**src/rtl/pc_fetch_pkg.sv**
```systemverilog
// Shared types and defaults for the PC fetch sequencer and its redirect latch.
package pc_fetch_pkg;

  localparam logic [31:0] DEF_RESET_PC    = 32'h0040_0000;
  localparam logic [31:0] DEF_TRAP_VECTOR = 32'h0040_0100;
  localparam int unsigned DEF_INSTR_BYTES = 4;

  typedef enum logic [1:0] {IDLE, REQ, HOLD, UPDATE} fetch_state_e;

  typedef enum logic [1:0] {NONE, REDIRECT, TRAP} redirect_cause_e;

endpackage

```
**src/rtl/pc_redirect_latch.sv**
```systemverilog
// Holds a pending redirect/trap until the sequencer consumes it; trap beats redirect.
// Optional: PC_FETCH_MISALIGN_TRAP_EN turns misaligned redirect targets into traps.
module pc_redirect_latch
  import pc_fetch_pkg::*;
#(
  parameter int             N           = 32,
  parameter logic [N-1:0]   TRAP_VECTOR = N'(DEF_TRAP_VECTOR)
) (
  input  logic         clk,
  input  logic         reset,
  input  logic         i_en,
  input  logic         i_consume,
  input  logic         i_redirect_valid,
  input  logic [N-1:0] i_redirect_target,
  input  logic         i_trap_valid,
  output logic         o_evt_valid,
  output logic [N-1:0] o_evt_target
`ifdef PC_FETCH_MISALIGN_TRAP_EN
  , output logic       o_evt_misalign
`endif
);

  localparam logic [N-1:0] ALIGN_MASK = ~N'(3);

  redirect_cause_e r_cause, w_cause;
  logic [N-1:0]    r_target, w_target;

  // Merge arriving events with the held one so a same-cycle event is visible at once.
  always_comb begin
    w_cause  = r_cause;
    w_target = r_target;
    if (i_en && i_trap_valid) begin
      w_cause  = TRAP;
      w_target = TRAP_VECTOR;
    end else if (i_en && i_redirect_valid && (r_cause != TRAP)) begin
      w_cause  = REDIRECT;
      w_target = i_redirect_target;
    end
  end

  always_ff @(posedge clk or negedge reset) begin
    if (!reset) begin
      r_cause  <= NONE;
      r_target <= '0;
    end else if (i_consume) begin
      r_cause  <= NONE;
      r_target <= '0;
    end else begin
      r_cause  <= w_cause;
      r_target <= w_target;
    end
  end

  assign o_evt_valid = (w_cause != NONE);

`ifdef PC_FETCH_MISALIGN_TRAP_EN
  logic w_misalign;
  assign w_misalign     = (w_cause == REDIRECT) && (w_target[1:0] != 2'b00);
  assign o_evt_misalign = w_misalign;
  assign o_evt_target   = w_misalign ? TRAP_VECTOR : w_target;
`else
  assign o_evt_target   = w_target & ALIGN_MASK;
`endif

endmodule

```
**src/rtl/pc_fetch_sequencer.sv**
```systemverilog
// Program-counter sequencer: one imem fetch per PC, next PC = trap > redirect > PC+4.
// Optional: PC_FETCH_MISALIGN_TRAP_EN adds the misalign_trap output.
module pc_fetch_sequencer
  import pc_fetch_pkg::*;
#(
  parameter int           N           = 32,
  parameter logic [N-1:0] RESET_PC    = N'(DEF_RESET_PC),
  parameter logic [N-1:0] TRAP_VECTOR = N'(DEF_TRAP_VECTOR),
  parameter int unsigned  INSTR_BYTES = DEF_INSTR_BYTES
) (
  input  logic         clk,
  input  logic         reset,
  input  logic [N-1:0] pc_value,
  output logic         pc_enable,
  output logic [N-1:0] pc_next,
  output logic         imem_req,
  output logic [N-1:0] imem_addr,
  input  logic         imem_ack,
  output logic         fetch_valid,
  input  logic         stall,
  input  logic         redirect_valid,
  input  logic [N-1:0] redirect_target,
  input  logic         trap_valid
`ifdef PC_FETCH_MISALIGN_TRAP_EN
  , output logic       misalign_trap
`endif
);

  localparam logic [N-1:0] PC_INC = N'(INSTR_BYTES);

  fetch_state_e r_state, w_state_d;
  logic         r_pc_enable, w_pc_enable_d;
  logic [N-1:0] r_pc_next, w_pc_next_d;
  logic         r_imem_req, w_imem_req_d;
  logic [N-1:0] r_imem_addr, w_imem_addr_d;
  logic         r_fetch_valid, w_fetch_valid_d;
  logic         w_consume;
  logic         w_evt_valid;
  logic [N-1:0] w_evt_target;
`ifdef PC_FETCH_MISALIGN_TRAP_EN
  logic         r_misalign, w_misalign_d, w_evt_misalign;
`endif

  pc_redirect_latch #(
    .N           (N),
    .TRAP_VECTOR (TRAP_VECTOR)
  ) u_redirect_latch (
    .clk               (clk),
    .reset             (reset),
    .i_en              (r_state != IDLE),
    .i_consume         (w_consume),
    .i_redirect_valid  (redirect_valid),
    .i_redirect_target (redirect_target),
    .i_trap_valid      (trap_valid),
    .o_evt_valid       (w_evt_valid),
    .o_evt_target      (w_evt_target)
`ifdef PC_FETCH_MISALIGN_TRAP_EN
    , .o_evt_misalign  (w_evt_misalign)
`endif
  );

  // Outputs are registered, so each visible effect trails its state by one cycle:
  // ack edge -> fetch_valid, next edge -> pc_enable, next edge -> PC loads and imem_req rises.
  always_comb begin
    w_state_d       = r_state;
    w_pc_enable_d   = 1'b0;
    w_pc_next_d     = r_pc_next;
    w_imem_req_d    = r_imem_req;
    w_imem_addr_d   = r_imem_addr;
    w_fetch_valid_d = r_fetch_valid;
    w_consume       = 1'b0;
`ifdef PC_FETCH_MISALIGN_TRAP_EN
    w_misalign_d    = 1'b0;
`endif
    case (r_state)
      IDLE: begin
        w_fetch_valid_d = 1'b0;
        w_state_d       = REQ;
      end
      REQ: begin
        w_fetch_valid_d = 1'b0;
        if (!r_imem_req) begin
          // r_pc_next is what the PC register holds once this request is visible.
          w_imem_req_d  = 1'b1;
          w_imem_addr_d = r_pc_next;
        end else if (imem_ack) begin
          w_imem_req_d = 1'b0;
          w_state_d    = UPDATE;
          if (w_evt_valid) begin
            w_consume   = 1'b1;
            w_pc_next_d = w_evt_target;
`ifdef PC_FETCH_MISALIGN_TRAP_EN
            w_misalign_d = w_evt_misalign;
`endif
          end else if (stall) begin
            w_fetch_valid_d = 1'b1;
            w_state_d       = HOLD;
          end else begin
            w_fetch_valid_d = 1'b1;
            w_pc_next_d     = pc_value + PC_INC;
          end
        end
      end
      HOLD: begin
        w_fetch_valid_d = 1'b1;
        if (w_evt_valid) begin
          w_consume       = 1'b1;
          w_pc_next_d     = w_evt_target;
          w_fetch_valid_d = 1'b0;
          w_state_d       = UPDATE;
`ifdef PC_FETCH_MISALIGN_TRAP_EN
          w_misalign_d    = w_evt_misalign;
`endif
        end else if (!stall) begin
          w_pc_next_d     = pc_value + PC_INC;
          w_fetch_valid_d = 1'b0;
          w_state_d       = UPDATE;
        end
      end
      UPDATE: begin
        w_pc_enable_d   = 1'b1;
        w_fetch_valid_d = 1'b0;
        w_state_d       = REQ;
      end
      default: w_state_d = IDLE;
    endcase
  end

  always_ff @(posedge clk or negedge reset) begin
    if (!reset) begin
      r_state       <= IDLE;
      r_pc_enable   <= 1'b0;
      r_pc_next     <= RESET_PC;
      r_imem_req    <= 1'b0;
      r_imem_addr   <= RESET_PC;
      r_fetch_valid <= 1'b0;
`ifdef PC_FETCH_MISALIGN_TRAP_EN
      r_misalign    <= 1'b0;
`endif
    end else begin
      r_state       <= w_state_d;
      r_pc_enable   <= w_pc_enable_d;
      r_pc_next     <= w_pc_next_d;
      r_imem_req    <= w_imem_req_d;
      r_imem_addr   <= w_imem_addr_d;
      r_fetch_valid <= w_fetch_valid_d;
`ifdef PC_FETCH_MISALIGN_TRAP_EN
      r_misalign    <= w_misalign_d;
`endif
    end
  end

  assign pc_enable   = r_pc_enable;
  assign pc_next     = r_pc_next;
  assign imem_req    = r_imem_req;
  assign imem_addr   = r_imem_addr;
  assign fetch_valid = r_fetch_valid;
`ifdef PC_FETCH_MISALIGN_TRAP_EN
  assign misalign_trap = r_misalign;
`endif

endmodule
```
**config.mk**
```make
export PLATFORM = sky130hd
export DESIGN_NAME = pc_fetch_sequencer
export DESIGN_NICKNAME = d
export VERILOG_FILES = /design/src/rtl/pc_fetch_pkg.sv /design/src/rtl/pc_redirect_latch.sv /design/src/rtl/pc_fetch_sequencer.sv
export SDC_FILE = /design/constraint.sdc
export NUM_CORES = 1
export LEC_CHECK = 0
export ABC_AREA = 1
export BUFFER_PORTS_ARGS = -buffer_cell sky130_fd_sc_hd__buf_2
export CORE_ASPECT_RATIO = 0.75
export CORE_MARGIN = 5
export CORE_UTILIZATION = 55
export DETAILED_ROUTE_END_ITERATION = 7
export GPL_TIMING_DRIVEN = 0
export PLACE_DENSITY = 0.84
export SLEW_MARGIN = 20
export SYNTH_ARGS = -nofsm -noshare
export SYNTH_HDL_FRONTEND = slang
export SYNTH_HIERARCHICAL = 1
export SYNTH_SLANG_ARGS = --single-unit
```
**constraint.sdc**
```tcl
create_clock -name clk -period 3 [get_ports clk]
set_input_delay 0.3 -clock clk [delete_from_list [all_inputs] [get_ports clk]]
set_output_delay 0.3 -clock clk [all_outputs]
set_load 0.005 [all_outputs]
```
After elaboration in Yosys (flattened, before gate mapping)
Cells that the tools add are included.
W data, S select, Z words.
Word-level totals
  register bits after elaboration: 101
  output and inout bits: 67
  word-level logic and storage cells: 59
Cells by class
  add/sub/neg operators: 1
  equal/unequal tests: 7
  mux-type cells: 31
  bitwise gates (word level): 1
  reductions and logical operators: 11
Operators by type and width (count)
  $mux W32: 7
  $pmux W32 S2: 1
  $add A32 B3 Y32 const B: 1
  $mux W2: 7
  $mux W1: 13
  $ne A2 B2 Y1 const B: 3
  $pmux W2 S3: 1
  $reduce_and A3 Y1: 2
  $reduce_bool A2 Y1: 3
  $eq A2 B2 Y1 const B: 2
  $logic_and A1 B1 Y1: 3
  $ne A3 B2 Y1 const B: 1
  $pmux W1 S3: 1
  $eq A2 B1 Y1 const B: 1
  $logic_not A2 Y1: 1
  $pmux W1 S2: 1
  $reduce_and A2 Y1: 1
  $reduce_or A2 Y1: 1
  $not A1 Y1: 1

Logic depth before layout (Yosys ltp)
Gate-level depths: netlist (run 1).
  depth in word-level cells: 11
  mapped depth: 16
  gate-level depth less buffers: 14

By module
Netlist (run 1), hierarchy kept.
By module, submodules not included
  pc_fetch_sequencer: instances 1, cells each 513, area each 3931.3 um2, seq. area each 1729.2 um2
  pc_redirect_latch: instances 1, cells each 241, area each 1898.1 um2, seq. area each 800.8 um2

Worst setup path after synthesis (run 1)
Ideal clock, no wire load.
  path type: register to register
  start point: register r_state[0]
  end point: register u_redirect_latch.r_target[10]
  arrival: 2.286 ns
  required time: 2.861 ns
  setup slack: 0.575 ns
  cell stages (with the launch flop): 15
  path buffers: 3
  clock period less this slack: 2.425 ns
  cells stage by stage: dfrtp_1 inv_1 ha_1 inv_1 nand2_2 clkinv_2 nand2_4 buf_6 nand2_1 nand4_1 clkbuf_1 nand4_1 a21oi_1 clkbuf_1 nor2_2
On the way
  cells in the longest elaborated chain, start to end: 11
  elaborated cells on any way between the ends: 16
  classes of those cells: eq/ne: 2; mux: 9; reduce/logical: 5
Ends and longest elaborated chain
  start: declaration: line pc_fetch_sequencer.sv:31  | fetch_state_e r_state, w_state_d;
  start signal: assignment: line pc_fetch_sequencer.sv:141  | r_state <= w_state_d;
  $reduce_bool A2 Y1 *: line pc_fetch_sequencer.sv:50  | .i_en (r_state != IDLE),
  $logic_and A1 B1 Y1 (2 in series): line pc_redirect_latch.sv:35  | end else if (i_en && i_redirect_valid && (r_cause != TRAP)) begin
  $mux W2: line pc_redirect_latch.sv:35
  $mux W2 *: line pc_redirect_latch.sv:32  | if (i_en && i_trap_valid) begin
  $reduce_bool A2 Y1 *: line pc_redirect_latch.sv:54  | assign o_evt_valid = (w_cause != NONE);
  net w_evt_valid: line pc_fetch_sequencer.sv:38  | logic w_evt_valid;
  $mux W1 *: line pc_fetch_sequencer.sv:89, pc_fetch_sequencer.sv:106
  $mux W1: line pc_fetch_sequencer.sv:86  | end else if (imem_ack) begin
  $mux W1: line pc_fetch_sequencer.sv:82  | if (!r_imem_req) begin
  $pmux W1 S2 *: line pc_fetch_sequencer.sv:75  | case (r_state)
  net w_consume: line pc_fetch_sequencer.sv:37  | logic w_consume;
  $mux W32 *: line pc_redirect_latch.sv:45  | end else if (i_consume) begin
  end signal: assignment: line pc_redirect_latch.sv:50  | r_target <= w_target;
  end: declaration: line pc_redirect_latch.sv:26  | logic [N-1:0] r_target, w_target;
The timed path passes the listed nets; every way through them passes the cells marked *. The select of a mux whose other input is x is not followed.
A chain may end at the register's enable or synchronous reset.

Worst setup path in the final report (run 1)
  start point: register r_state[0]
  end point: register u_redirect_latch.r_cause[0]
On the way
  cells in the longest elaborated chain, start to end: 11
  elaborated cells on any way between the ends: 14
  classes of those cells: eq/ne: 2; mux: 7; reduce/logical: 5
Ends and longest elaborated chain
  $reduce_bool A2 Y1 *: line pc_fetch_sequencer.sv:50
  $logic_and A1 B1 Y1 (2 in series): line pc_redirect_latch.sv:35
  $mux W2: line pc_redirect_latch.sv:35
  $mux W2 *: line pc_redirect_latch.sv:32
  $reduce_bool A2 Y1 *: line pc_redirect_latch.sv:54
  net w_evt_valid: line pc_fetch_sequencer.sv:38
  $mux W1 *: line pc_fetch_sequencer.sv:89, pc_fetch_sequencer.sv:106
  $mux W1: line pc_fetch_sequencer.sv:86
  $mux W1: line pc_fetch_sequencer.sv:82
  $pmux W1 S2 *: line pc_fetch_sequencer.sv:75
  net w_consume: line pc_fetch_sequencer.sv:37
  $mux W2 *: line pc_redirect_latch.sv:45
  end signal: assignment: line pc_redirect_latch.sv:49  | r_cause <= w_cause;
  end: declaration: line pc_redirect_latch.sv:25  | redirect_cause_e r_cause, w_cause;
The timed path passes the listed nets; every way through them passes the cells marked *.

==> flow_summary.yaml, run 1 <==
grt:
  gr-total-overflow: 0
  gr-usage-all-layers_pct: 25.29
  antenna_found_initial: 1
  first_global_vias: 5171
  grt_max_degree: 56
  grt_first_pass_wirelength_um: 25470
final_layout:
  drive_gt1_share_pct: 28.81
  antennaDiodeCount: 0
  areaGrowthSynthToFinish_pct: 20.61
  design.final.nets: 977
  final.fill_count: 890
  postLayoutCellArea_um2: 7030
power_and_ir_drop:
  powerDensity_nw_per_um2: 898.9
  vdd_ir_drop_max_uv: 486.4
  power.leakage_nw: 3.898
timing:
  grt_setup_unrepaired: "false"
  achievable_clock_frequency_mhz: 360.6
  report.final.slew_viol_count: 0
  finalHoldViolations: 0
  setup_viol_count_final: 0
  finalWorstPathRequiredPeriod_ns: 2.773
  post-route-period-util_pct: 92.44
  clock_skew_ns: 0.007127
  worst-slew-pin-transition_ns: 0.5356
  setup-tns-final_ns: 0
  relSlewSlack_pct: 64.30
  postLayoutSetupSlackWorst_ns: 0.2267
setup_path:
  critPathLaunchType: "flop"
  crit_arrival_ns: 3.01
  timing_worst_setup_path_type: "flop to flop"
  worst_ep_required_time_ns: 3.24
  critPathMaxStageDelay_ns: 0.40
  cpMaxStageDelayCell: "sky130_fd_sc_hd__dfrtp_1"
  setup.worst_path.start: "r_state[0]"
  critical_path.max_fanout: 10
  r2r-start: "r_state[0]"
  reg2reg_to: "u_redirect_latch/r_cause[0]"
  endpoint_kind: "flop"
  timing.critical_path.mode_cell: "sky130_fd_sc_hd__inv_1"
  register_to_register_setup_slack_ns: 0.23
  ff2ff_path_depth: 13
  path_cells: "inv_1 -> ha_1 -> inv_1 -> nand2_1 -> buf_2 -> nand4_1 -> clkbuf_2 -> nand4_1 -> a21oi_1 -> clkbuf_2 -> inv_1 -> nand3_1 -> inv_1"
clock_network:
  clock_latency_on_the_worst_skew_pair_ns: 0.35
  tritoncts_clock_tree: "yes"
  htree_num_levels: 3
  cts.root.buffer_cell: "sky130_fd_sc_hd__clkbuf_16"
  cts_sinks: 101
  cts_buffers: 9
  clk_pin_slew_worst_setup_hold_paths_ns: 0.07
  postCtsSetupRepairBufs: 0
  worst_case_clock_buffer_depth: 2
synthesis:
  synth_top_cell_by_area: "sky130_fd_sc_hd__dfrtp_1"
  synthTopCellsByArea: "sky130_fd_sc_hd__dfrtp_1, sky130_fd_sc_hd__nand2_1, sky130_fd_sc_hd__inv_1"
  ys_warn_count: 6
  synth_largest_type_area_fraction_pct: 42.50
  synth.most_common_cell: "sky130_fd_sc_hd__nand2_1"
  synth_seq_cells: 101
  synth-seq-area-share_pct: 43.40
  synth.distinct_cells: 37
  synth-async-reset-ratio_pct: 100.0
  syn_avg_cell_area_um2: 7.731
  commonest_register_cell_after_synthesis: "sky130_fd_sc_hd__dfrtp_1"
  post_synth_most_frequent_cells: "sky130_fd_sc_hd__nand2_1, sky130_fd_sc_hd__inv_1, sky130_fd_sc_hd__dfrtp_1, sky130_fd_sc_hd__nor2_1, sky130_fd_sc_hd__nand3_1"
  netlist_instances: 754
  synth-edff-count: 0
  post_synth_instance_area_um2: 5829
routing:
  maxUsedRoutingLayer: "met5"
  wl_met2_um: 7257
  first_pass_iters: 5
  ant_nets: 0
  wl_per_cell_um: 15.39
  dr_total_vias: 5425
  post_drt_via_cell_ratio: 5.206
  drt_wl_total_um: 16040
  initialDrtViolationCount: 448
  detail_route.drc_violations: 0
  routed-wl-met3_um: 1614
  wl_met1_um: 6867
placement:
  place_ws_ns: -0.1223
  number_of_i_o_port_buffers: 134
  dp.final_hpwl_um: 12220
  placed_cell_area_um2: 6708
  gpl.final_weighted_congestion: 0.9265
die:
  die_height_um: 99.16
  top_level_ports: 137
  std_cell_rows: 32
  die_w_um: 128.9
  fp.dieArea_um2: 12780
  effective_utilization_at_floorplan_pct: 56.43
  area_of_the_core_um2: 10330
min_path:
  worst_hold_path.num_cells: 3
  worstHoldPathType: "primary input to flop"
  hold_path_startpoint: "pc_value[1]"
  worstHoldEndpoint: "pc_next[1]"
run_status:
  run_status: "complete, no violations"
flow_run:
  timing.max_cap.violations: 0
## stage by stage
| step | utilization [%] | power [mW] | hold WS [ns] | std cells |
|---|---|---|---|---|
| 2_1_floorplan | - | 4.024 | 0.004409 | 755 |
| 3_5_place_dp | 64.93 | 5.090 | 0.2550 | 1026 |
| 5_1_grt | 68.06 | 6.813 | 0.2194 | 1042 |
| 6_report | 68.06 | 6.320 | 0.2122 | 1042 |
| 3_3_place_gp | 64.61 | 4.977 | 0.4632 | 1025 |
| 4_1_cts | 68.07 | 6.339 | 0.2061 | 1043 |
## worst max path at each step
stage                                          endpoint  slack [ns]  cells after the start
after floorplan           u_redirect_latch/r_target[10]        0.57                     14
after global placement    u_redirect_latch/r_target[14]       -0.08                     14
after detailed placement  u_redirect_latch/r_target[17]       -0.12                     11
after CTS                   u_redirect_latch/r_cause[0]        0.07                     16
after global routing        u_redirect_latch/r_cause[0]       0.005                     16
final                       u_redirect_latch/r_cause[0]        0.23                     13
## state kept, by name (all words and copies together), names as in the netlist
signal / flops
fetch_valid: 1
imem_addr: 32
imem_req: 1
pc_enable: 1
pc_next: 32
r_state: 2
u_redirect_latch/r_cause: 2
u_redirect_latch/r_target: 30
## critical path: cells and delay by family (launching register included)
| kind | cells | cell delay, ns |
|---|---|---|
| compound gates | 1 | 0.26 |
| fa+ha+maj | 1 | 0.22 |
| flops | 1 | 0.40 |
| simple gates | 4 | 0.59 |
| buf+inv | 7 | 1.18 |
## cells by family (layout without fill, tap and decap cells)
group	count (synthesis)	in the layout	share of synthesized area (%)
and+or+nand+nor	415	415	34.73
adders and majority gates	6	6	1.288
other	1	2	0.06433
muxes	16	16	3.091
DFF	101	101	43.40
buffers and inverters	150	301	11.01
xor gates and xnor gates	6	6	0.9015
AOI/OAI and AO/OA	59	59	5.516
## layout make-up
type	instances	area, µm²	share of cell area (%)
multi-input cells	504	2661	37.85
flip-flops and latches	101	2530	35.99
repair buffers	136	714.4	10.16
inverters	115	432.9	6.158
clock buffers	9	225.2	3.203
plain buffers	34	211.5	3.008
well taps	136	170.2	2.420
clock inverters	7	85.08	1.210
## what timing repair did
action,CTS,global route
resized for setup,3,4
endpoints found under the hold margin,46,0
setup endpoints to repair,23,15
gates cloned,0,0
hold buffers,1,0
## power by group
part | internal (mW) | total [mW] | leakage (nW) | switching (mW)
sequential | 1.92 | 2.19 | 1.29 | 0.275
clock | 0.660 | 1.19 | 0.152 | 0.534
combinational | 1.12 | 2.93 | 2.45 | 1.81
## per-layer routing
metal / vias to the layer above / global-route usage [%]
met3: 32 / 6.012
met2: 241 / 39.33
met1: 2518 / 36.02
li1: 2632 / -
met5: - / 0
met4: 2 / 5.973
## placed cells by master (no fill, tap or decap), types with 6 or more instances in the layout
cell,instances
sky130_fd_sc_hd__nand3b_1,28
sky130_fd_sc_hd__o21ai_0,30
sky130_fd_sc_hd__nand3_1,61
sky130_fd_sc_hd__nand2_1,185
sky130_fd_sc_hd__buf_2,147
sky130_fd_sc_hd__nor2_4,7
sky130_fd_sc_hd__nor2_1,80
sky130_fd_sc_hd__dfrtp_1,99
sky130_fd_sc_hd__a21oi_1,7
sky130_fd_sc_hd__nand2_2,7
sky130_fd_sc_hd__buf_4,6
sky130_fd_sc_hd__nand3_2,8
sky130_fd_sc_hd__nor2_2,25
sky130_fd_sc_hd__inv_1,109
sky130_fd_sc_hd__ha_1,6
sky130_fd_sc_hd__o21ai_1,9
sky130_fd_sc_hd__mux2_2,16
sky130_fd_sc_hd__clkbuf_16,9
sky130_fd_sc_hd__buf_6,6
Note: power is estimated with default switching activity, not from simulation.
==> inputs of run 2 (changes only) <==
Settings changed: ABC_AREA 1 to 0, CORE_UTILIZATION 55 to 53, PLACE_DENSITY 0.84 to 0.83, TNS_END_PERCENT from default to 20.
==> run 2 against run 1 <==
Net effect: routed wire length shrank 6.0%; critical path depth grew 1; sequential share of layout area grew 3.0 points; global-route usage grew 0.31 points; non-clock buffer count grew 7; die area shrank 6.8%; register-to-register slack lost 0.099 ns; sequential power is essentially flat; clock power grew 4%; utilization shrank 0.58 points; first-iteration DRC count grew 12%; combinational power shrank 12%; highest routed layer is now met4.
==> flow_summary.yaml, run 2 <==
final_layout:
  postLayoutCellArea_um2: 6491
  design.final.nets: 741
  post-route-util_pct: 67.48
  multi_input_area_um2: 2496
  antennaDiodeCount: 0
  sequential_cell_area_um2: 2531
  final_cell_mix: "sky130_fd_sc_hd__buf_2, sky130_fd_sc_hd__dfrtp_1, sky130_fd_sc_hd__a21oi_1, sky130_fd_sc_hd__nand2_1, sky130_fd_sc_hd__o21ai_1"
  areaGrowthSynthToFinish_pct: 24.86
  drive_gt1_share_pct: 33.73
  layout_commonest_cell: "sky130_fd_sc_hd__buf_2"
  layout.cells.non_filler: 802
  final.fill_count: 750
placement:
  placed_cell_area_um2: 6073
  dp.final_hpwl_um: 11170
  placed_instances: 783
  gpl.final_weighted_congestion: 0.9109
  place_ws_ns: -0.6611
  number_of_i_o_port_buffers: 134
clock_network:
  tritoncts_clock_tree: "yes"
  cts_buffers: 9
  worst_case_clock_buffer_depth: 2
  clk_pin_slew_worst_setup_hold_paths_ns: 0.07
  clock_latency_on_the_worst_skew_pair_ns: 0.34
  cts_sinks: 101
  cts.root.buffer_cell: "sky130_fd_sc_hd__clkbuf_16"
  htree_num_levels: 3
setup_path:
  timing_worst_setup_path_type: "flop to flop"
  critPathMaxStageDelay_ns: 0.41
  critical_path.max_fanout: 10
  timing.critical_path.mode_cell: "sky130_fd_sc_hd__inv_1"
  crit_arrival_ns: 3.09
  worst_ep_required_time_ns: 3.22
  cpMaxStageDelayCell: "sky130_fd_sc_hd__or3b_1"
  critPathLaunchType: "flop"
  path_cells: "inv_1 -> ha_1 -> inv_1 -> nand2_2 -> buf_6 -> or2_0 -> buf_2 -> nand3_4 -> nor2b_4 -> or3b_1 -> clkbuf_1 -> buf_4 -> nor2_1 -> a21oi_1"
  endpoint_kind: "flop"
  ff2ff_path_depth: 14
timing:
  setup-tns-final_ns: 0
  clock_skew_ns: 0.007549
  post-route-period-util_pct: 95.74
  post_route_worst_hold_slack_ns: 0.2359
  worst-slew-pin-transition_ns: 0.7343
  setup_viol_count_final: 0
  postLayoutSetupSlackWorst_ns: 0.1277
  finalWorstPathRequiredPeriod_ns: 2.872
  achievable_clock_frequency_mhz: 348.1
  report.final.slew_viol_count: 0
  finalHoldViolations: 0
  relSlewSlack_pct: 51.05
die:
  die_w_um: 124.4
  fp.dieArea_um2: 11910
  std_cell_rows: 31
  die_height_um: 95.77
  effective_utilization_at_floorplan_pct: 54.05
  top_level_ports: 137
  area_of_the_core_um2: 9619
min_path:
  worst_hold_path.num_cells: 3
  worstHoldPathType: "primary input to flop"
synthesis:
  synthTopCellsByArea: "sky130_fd_sc_hd__dfrtp_1, sky130_fd_sc_hd__a21oi_1, sky130_fd_sc_hd__mux2_2"
  synth.most_common_cell: "sky130_fd_sc_hd__dfrtp_1"
  ys_warn_count: 6
  syn_avg_cell_area_um2: 10.09
  synth-edff-count: 0
  synth-async-reset-ratio_pct: 100.0
  post_synth_most_frequent_cells: "sky130_fd_sc_hd__dfrtp_1, sky130_fd_sc_hd__a21oi_1, sky130_fd_sc_hd__nand2_1, sky130_fd_sc_hd__o21ai_1, sky130_fd_sc_hd__mux2_2"
  synth_largest_type_area_fraction_pct: 47.65
  synth-seq-area-share_pct: 48.66
  post_synth_instance_area_um2: 5199
  synth_seq_cells: 101
  synth.distinct_cells: 50
  commonest_register_cell_after_synthesis: "sky130_fd_sc_hd__dfrtp_1"
  netlist_instances: 515
  synth_top_cell_by_area: "sky130_fd_sc_hd__dfrtp_1"
routing:
  initialDrtViolationCount: 502
  post_drt_via_cell_ratio: 5.860
  ant_nets: 0
  first_pass_iters: 5
  wl_per_cell_um: 18.81
  drt_wl_total_um: 15080
  detail_route.drc_violations: 0
  dr_total_vias: 4700
grt:
  gr-total-overflow: 0
  grt_first_pass_wirelength_um: 24160
  first_global_vias: 4726
  antenna_found_initial: 0
  gr-usage-all-layers_pct: 25.60
  grt_max_degree: 84
power_and_ir_drop:
  power.leakage_nw: 3.068
  powerDensity_nw_per_um2: 926.4
  power_mw: 6.013
  vdd_ir_drop_max_uv: 441.1
run_status:
  run_status: "complete, no violations"
flow_run:
  timing.max_cap.violations: 0
[run 2: path summary, 6_finish.rpt]
kind,from,end,slack [ns]
max,r_state[0],pc_next[21],0.13
min,pc_value[1],pc_next[1],0.24
max reg2reg,r_state[0],pc_next[21],0.13
min reg2reg,imem_addr[2],imem_addr[2],0.50
max in group asynchronous,reset,imem_addr[22],1.94
min in group asynchronous,reset,u_redirect_latch/r_target[2],0.36
[run 2: logic make-up after synthesis]
family	synth area share [%]
flip-flops	48.66
multiplexers	8.664
AO/OA/AOI/OAI	15.48
AND/OR/NAND/NOR	17.14
XOR/XNOR	4.549
other	0.07213
adder cells (fa/ha/maj)	1.444
buffers and inverters	3.995
[run 2: timing repair]
action	CTS	global route
endpoints found under the hold margin	18	0
endpoints found under the setup margin	63	52
gates resized for setup	8	17
setup buffers	3	2
hold buffers	1	0
pin swaps	1	0
[run 2: per-layer routing]
layer,part of all wire [%],global-route usage (%),wire length [µm],vias to the layer above
met5,0,0,0,-
met4,1.7,7.938,261,0
met3,10,8.597,1555,26
met2,46,40.38,6979,234
met1,42,33.94,6285,2287
li1,-,-,-,2153
[run 2: final cells by class]
| class | count | area share (%) |
|---|---|---|
| Clock buffer | 10 | 3.527 |
| Timing Repair Buffer | 141 | 11.58 |
| Clock inverter | 6 | 1.349 |
| Tap cell | 132 | 2.544 |
| Buffer | 36 | 3.200 |
| Sequential cell | 101 | 38.99 |
| Inverter | 6 | 0.3470 |
| Multi-Input combinational cell | 370 | 38.45 |
[run 2: where the power goes]
| group | switching, mW | total (mW) | leakage, nW | internal, mW |
|---|---|---|---|---|
| combinational | 1.47 | 2.59 | 1.60 | 1.13 |
| clock | 0.506 | 1.24 | 0.157 | 0.733 |
| sequential | 0.307 | 2.18 | 1.31 | 1.88 |
[run 2: worst max-delay path, delay by kind of cell, from the launching register on]
family | cells | cell delay (ns)
adders and majority gates | 1 | 0.20
DFF | 1 | 0.40
and+or+nand+nor | 6 | 1.16
AOI/OAI and AO/OA | 1 | 0.12
buffers and inverters | 6 | 0.86
